[config.mk]
export PLATFORM = sky130hd
export DESIGN_NAME = mem_arbiter
export DESIGN_NICKNAME = d
export VERILOG_FILES = /design/src/rtl/mem_arbiter.sv
export SDC_FILE = /design/constraint.sdc
export NUM_CORES = 1
export LEC_CHECK = 0
export CORE_AREA = 3 3 118 120
export CTS_CLUSTER_DIAMETER = 80
export DETAILED_ROUTE_END_ITERATION = 7
export DIE_AREA = 0 0 121 123
export SYNTH_ARGS = -nofsm -noshare
export SYNTH_HDL_FRONTEND = slang
export SYNTH_SLANG_ARGS = --single-unit
[constraint.sdc]
create_clock -name clk -period 2.6 [get_ports clk]
set_input_delay 0.78 -clock clk [delete_from_list [all_inputs] [get_ports clk]]
set_output_delay 0.78 -clock clk [all_outputs]
set_load 0.05 [all_outputs]
[src/rtl/mem_arbiter.sv]
// mem_arbiter: shares one word-addressed memory between the instruction
// fetch port and the load/store data port of the three-stage core.
//
// Each cycle at most one request is granted, and the grant is combinational
// from the current requests. An accepted in-range request drives the memory
// strobes in the same cycle. The read word, or an error/write acknowledge, is
// returned to the owning port one cycle later. Out-of-range addresses never
// reach the memory. Instead they are answered with err=1 and rdata=0.
//
// Configuration macro: MEM_ARB_STARVE_EN
//   defined   - a saturating starvation counter forces fetch ahead of data
//               once fetch has been denied STARVE_LIMIT consecutive cycles.
//   undefined - strict data-over-fetch priority, with no counter.
//
// Request/response handshake (both ports):
//   The requester raises req and holds req and all of its fields stable until
//   it sees ready=1 in the same cycle. Ready may be 1 in the very cycle that
//   req rises, and ready=1 means the request is consumed at that clock edge.
//   A requester that drops req before it sees ready gets no response.
//   Every accepted request produces exactly one valid pulse on its own port
//   in the following cycle, for reads and writes alike. There is no
//   backpressure on responses. err qualifies valid, and rdata is 0 for
//   writes and errors.

module mem_arbiter #(
  parameter int MEMSIZE      = 131072,
  parameter int STARVE_LIMIT = 8
) (
  input  logic        clk,
  input  logic        reset,

  input  logic        inst_req,
  input  logic [31:0] inst_addr,
  output logic        inst_ready,
  output logic        inst_valid,
  output logic [31:0] inst_rdata,
  output logic        inst_err,

  input  logic        data_req,
  input  logic        data_we,
  input  logic [31:0] data_addr,
  input  logic [31:0] data_wdata,
  input  logic [3:0]  data_wbe,
  output logic        data_ready,
  output logic        data_valid,
  output logic [31:0] data_rdata,
  output logic        data_err,

  output logic        mem_read_ready,
  output logic        mem_write_ready,
  output logic [29:0] mem_read_address,
  output logic [29:0] mem_write_address,
  output logic [31:0] mem_write_data,
  output logic [3:0]  mem_write_byte,
  input  logic [31:0] mem_read_data
);

  // Number of byte-address bits that fall inside the memory.
  localparam int AW = $clog2(MEMSIZE);

  typedef enum logic [1:0] {
    OWN_NONE = 2'd0,
    OWN_INST = 2'd1,
    OWN_DATA = 2'd2
  } owner_t;

  // Address range decode. Bits above the memory size must all be zero.
  logic inst_in_range;
  logic data_in_range;

  assign inst_in_range = (inst_addr[31:AW] == '0);
  assign data_in_range = (data_addr[31:AW] == '0);

  // The two byte-offset bits are ignored because the memory is word addressed.
  logic unused_byte_offset;
  assign unused_byte_offset = ^{inst_addr[1:0], data_addr[1:0]};

  // When set, this signal lets fetch win over data for one cycle.
  logic starve_force;

`ifdef MEM_ARB_STARVE_EN
  localparam int CW = $clog2(STARVE_LIMIT + 1);

  logic [CW-1:0] starve_cnt;

  // Count consecutive cycles in which fetch is pending but not granted.
  // The count saturates at STARVE_LIMIT and clears once fetch is served or
  // withdrawn.
  always_ff @(posedge clk or negedge reset) begin
    if (!reset) begin
      starve_cnt <= '0;
    end else if (!inst_req || inst_ready) begin
      starve_cnt <= '0;
    end else if (starve_cnt != CW'(STARVE_LIMIT)) begin
      starve_cnt <= starve_cnt + CW'(1);
    end
  end

  assign starve_force = inst_req && (starve_cnt == CW'(STARVE_LIMIT));
`else
  // Strict data priority applies, so fetch is never forced ahead.
  logic unused_starve_cfg;
  assign unused_starve_cfg = (STARVE_LIMIT > 0);
  assign starve_force      = 1'b0;
`endif

  // Grant logic: data wins unless the starvation override is active.
  // The two grants are mutually exclusive by construction.
  logic inst_gnt;
  logic data_gnt;

  // Decide which single request is accepted this cycle.
  always_comb begin
    data_gnt = data_req && !starve_force;
    inst_gnt = inst_req && !data_gnt;
  end

  assign inst_ready = inst_gnt;
  assign data_ready = data_gnt;

  // Drive the memory strobes and buses for the granted in-range request.
  // The buses are held at 0 whenever no strobe is active.
  always_comb begin
    mem_read_ready    = 1'b0;
    mem_write_ready   = 1'b0;
    mem_read_address  = '0;
    mem_write_address = '0;
    mem_write_data    = '0;
    mem_write_byte    = '0;
    if (data_gnt && data_in_range) begin
      if (data_we) begin
        mem_write_ready   = 1'b1;
        mem_write_address = data_addr[31:2];
        mem_write_data    = data_wdata;
        mem_write_byte    = data_wbe;
      end else begin
        mem_read_ready    = 1'b1;
        mem_read_address  = data_addr[31:2];
      end
    end else if (inst_gnt && inst_in_range) begin
      mem_read_ready   = 1'b1;
      mem_read_address = inst_addr[31:2];
    end
  end

  // Response register: records who was served, and whether the request was a
  // write or an error, so the next cycle can route mem_read_data correctly.
  owner_t resp_owner;
  logic   resp_write;
  logic   resp_err;

  // Capture the accepted request's owner, kind and error flag.
  // Reset drops any pending response.
  always_ff @(posedge clk or negedge reset) begin
    if (!reset) begin
      resp_owner <= OWN_NONE;
      resp_write <= 1'b0;
      resp_err   <= 1'b0;
    end else if (data_gnt) begin
      resp_owner <= OWN_DATA;
      resp_write <= data_we;
      resp_err   <= !data_in_range;
    end else if (inst_gnt) begin
      resp_owner <= OWN_INST;
      resp_write <= 1'b0;
      resp_err   <= !inst_in_range;
    end else begin
      resp_owner <= OWN_NONE;
      resp_write <= 1'b0;
      resp_err   <= 1'b0;
    end
  end

  // True when the returned memory word is meaningful for the recorded owner.
  logic resp_has_data;
  assign resp_has_data = !resp_write && !resp_err;

  // Steer the response to its owner. The other port sees all zeros.
  always_comb begin
    inst_valid = 1'b0;
    inst_rdata = '0;
    inst_err   = 1'b0;
    data_valid = 1'b0;
    data_rdata = '0;
    data_err   = 1'b0;
    case (resp_owner)
      OWN_INST: begin
        inst_valid = 1'b1;
        inst_err   = resp_err;
        inst_rdata = resp_has_data ? mem_read_data : '0;
      end
      OWN_DATA: begin
        data_valid = 1'b1;
        data_err   = resp_err;
        data_rdata = resp_has_data ? mem_read_data : '0;
      end
      default: ;
    endcase
  end

endmodule
==> impl_metrics.csv <==
group,metric,value,unit
status,outcome,"finished, violations left",
status,violations,"negative setup slack",
global_route,grt_first_pass_wirelength,17660,microns
placed_design,portBuffers,270,
power_and_ir_drop,p_seq_share,6.9,%
finish,area_delta_synth_final,366.4,%
clocking,clk_pin_slew_worst_paths,0.03,ns
power_and_ir_drop,power_density,134.3,mW/mm^2
run,max_cap_violations,0,
die,die_x,121,microns
die,io_pins,305,
synth,ys_seq_area_share,6.240,%
global_route,track_usage,15.29,%
critical_path,path_max_fanout,7,
route,drc_errors,0,
placed_design,dpl.hpwl,10570,microns
finish,drive_above_1_share,50.51,%
die,coreArea,0.01309,sq mm
route,wirelength,12570,microns
critical_path,setup.worst_path.class,"in2out",
finish,final_util,57.17,%
die,die-area,0.01488,sq mm
timing,fin_crit,2.972,ns
timing,fin_ws,-0.3723,ns
timing,slew_viol_final,0,
timing,holdWs,0.7536,ns
timing,setup-violations-final,68,
route,dr_total_vias,2984,
route,drtIter0Drc,50,
timing,fmax,336.4,MHz
critical_path,critPathRequiredTime,1.82,ns
power_and_ir_drop,netSwitchingPower,425.4,uW
synth,yosys_warnings,0,
timing,setup_tns,-22.08,ns
timing,slew_headroom,65.42,%
die,num_rows,42,
power_and_ir_drop,worst_ir_drop_vdd,0.09966,mV
power_and_ir_drop,switching_share,42.32,%
synth,syn_area_per_cell,5.749,sq um
route,avgViaCountPerCell,3.921,
route,wl_per_cell,16.51,microns
timing,rsz0062_at_grt,"yes",
clocking,cts.sinks,4,
global_route,grt_max_degree,33,
critical_path,cp-end-kind,"output port",
synth,synth_seq_cells,4,
power_and_ir_drop,cellLeakagePower,3.197,nW
power_and_ir_drop,pwr-share-clk,23.6,%
placed_design,place_inst,735,
clocking,htree_levels,1,
hold_path,hold_class,"in2async",
synth,synth_cells,279,
route,dr.pass1.iters,4,
placed_design,place.gp.congestion,0.7103,
critical_path,startpoint_type,"input port",
synth,synth_cell_type_count,19,
power_and_ir_drop,power.internal,579.6,uW
critical_path,startpoint,"data_addr[30]",
global_route,antenna_found_initial,1,
power_and_ir_drop,pwr-share-comb,69.5,%
clocking,cts_tree,"built",
synth,synth_area,0.001604,sq mm
global_route,grt_pass1_vias,3141,
clocking,root_buffer,"clkbuf_16",
clocking,cts_max_path_buffers,2,
power_and_ir_drop,report.power.total,1.005,mW
route,ant_nets,0,
finish,final_nets,723,
timing,hold_violations,0,
finish,final_cells,761,
die,initial_core_util,12.26,%
die,die_height,123,microns
global_route,overflow,0,
timing,tightest_slew,0.5171,ns
clocking,cts_buffers,3,
timing,timing.final.crit_share,114.3,%
critical_path,crit_arrival,2.19,ns
-- kinds of logic after synthesis --
group           Yosys count  synth area share [%]
flops                     4                 6.240
compound gates           17                 9.127
simple gates            150                 51.87
other cells               1                0.2338
buf+inv                 107                 32.53
-- per-stage QoR --
| step | setup WS [ns] | instance area, sq um |
|---|---|---|
| CTS | -0.3860 | 7408 |
| floorplan | -0.4181 | 2629 |
| global route | -0.4517 | 7481 |
| detailed placement | -0.7902 | 6912 |
| finish | -0.3723 | 7481 |
| global placement | -0.7644 | 6912 |
-- critical path, stage by stage --
cell,delay (ns)
buf_2,0.11
nor4_2,0.28
nand4_1,0.17
buf_6,0.20
buf_16,0.16
buf_8,0.12
nor3_4,0.20
buf_12,0.16
-- power groups by stage --
| stage | logic, mW | clock network (mW) | registers [mW] |
|---|---|---|---|
| after floorplan | 0.353 | 0 | 0.0692 |
| after CTS | 0.698 | 0.242 | 0.0697 |
| after detailed placement | 0.691 | 0 | 0.0703 |
| after global placement | 0.685 | 0 | 0.0701 |
| final | 0.699 | 0.237 | 0.0696 |
| after global routing | 0.733 | 0.246 | 0.0700 |
-- area by class of cell --
cell class | instances | area [sq um]
Fill cell | 1058 | 5604
Timing Repair Buffer | 326 | 4790
Multi-Input combinational cell | 197 | 2091
Tap cell | 176 | 220.2
Inverter | 54 | 202.7
Sequential cell | 4 | 100.1
Clock buffer | 3 | 75.07
Antenna cell | 1 | 2.502
-- repair_timing --
action	in CTS	in global routing
hold endpoints to repair	0	0
gates resized for setup	105	35
pin swaps	17	23
endpoints found under the setup margin	69	69
hold buffers	0	0
gates cloned	6	2
buffers inserted	13	4
-- layer usage --
| metal | vias to the layer above | GRT usage (%) | part of all wire (%) |
|---|---|---|---|
| li1 | 1456 | - | - |
| met1 | 1334 | 14.64 | 31 |
| met2 | 186 | 31.68 | 57 |
| met3 | 8 | 5.352 | 11 |
| met4 | 0 | 2.054 | 0.85 |
| met5 | - | 0 | 0 |
-- layout by cell type, fill, tap and decap left out, drive strengths merged --
master / count
nor2b: 4
o32ai: 15
dfrtp: 4
inv: 54
clkdlybuf4s15: 13
a22o: 1
nand2: 16
clkdlybuf4s50: 101
nor3: 53
diode: 1
dlymetal6s2s: 1
conb: 30
buf: 198
dlygate4sd2: 5
nor2: 1
nor4: 6
nand4: 2
nor3b: 2
and2: 66
clkbuf: 10
o22ai: 1
bufbuf: 1
-- registers in the layout, indices dropped and copies added, names as in the netlist --
register    cells
resp_write      1
resp_err        1
resp_owner      2
-- path summary, 6_finish.rpt --
| kind | end | slack [ns] | cells after the start |
|---|---|---|---|
| min in group clk | resp_owner[1] | 1.15 | 4 |
| setup / recovery | mem_write_data[24] | -0.37 | 8 |
| max in group asynchronous | resp_owner[1] | 1.69 | 1 |
| hold / removal | resp_owner[0] | 0.75 | 1 |
-- cell usage after synthesis --
cell type | instances | area [sq um]
and2_1 | 66 | 412.9
nor3_1 | 53 | 265.3
inv_1 | 52 | 195.2
buf_4 | 31 | 232.7
clkbuf_1 | 18 | 67.56
nand2_1 | 16 | 60.06
o32ai_1 | 15 | 131.4
nor4_1 | 6 | 37.54
dfrtp_1 | 4 | 100.1
nor2b_1 | 4 | 25.02
buf_2 | 3 | 15.01
inv_2 | 2 | 7.510
nand4_1 | 2 | 12.51
nor3b_1 | 2 | 15.01
a22o_1 | 1 | 8.760
buf_1 | 1 | 3.750
conb_1 | 1 | 3.750
nor2_1 | 1 | 3.750
o22ai_1 | 1 | 6.260
Note: power is estimated with default switching activity, not from simulation.
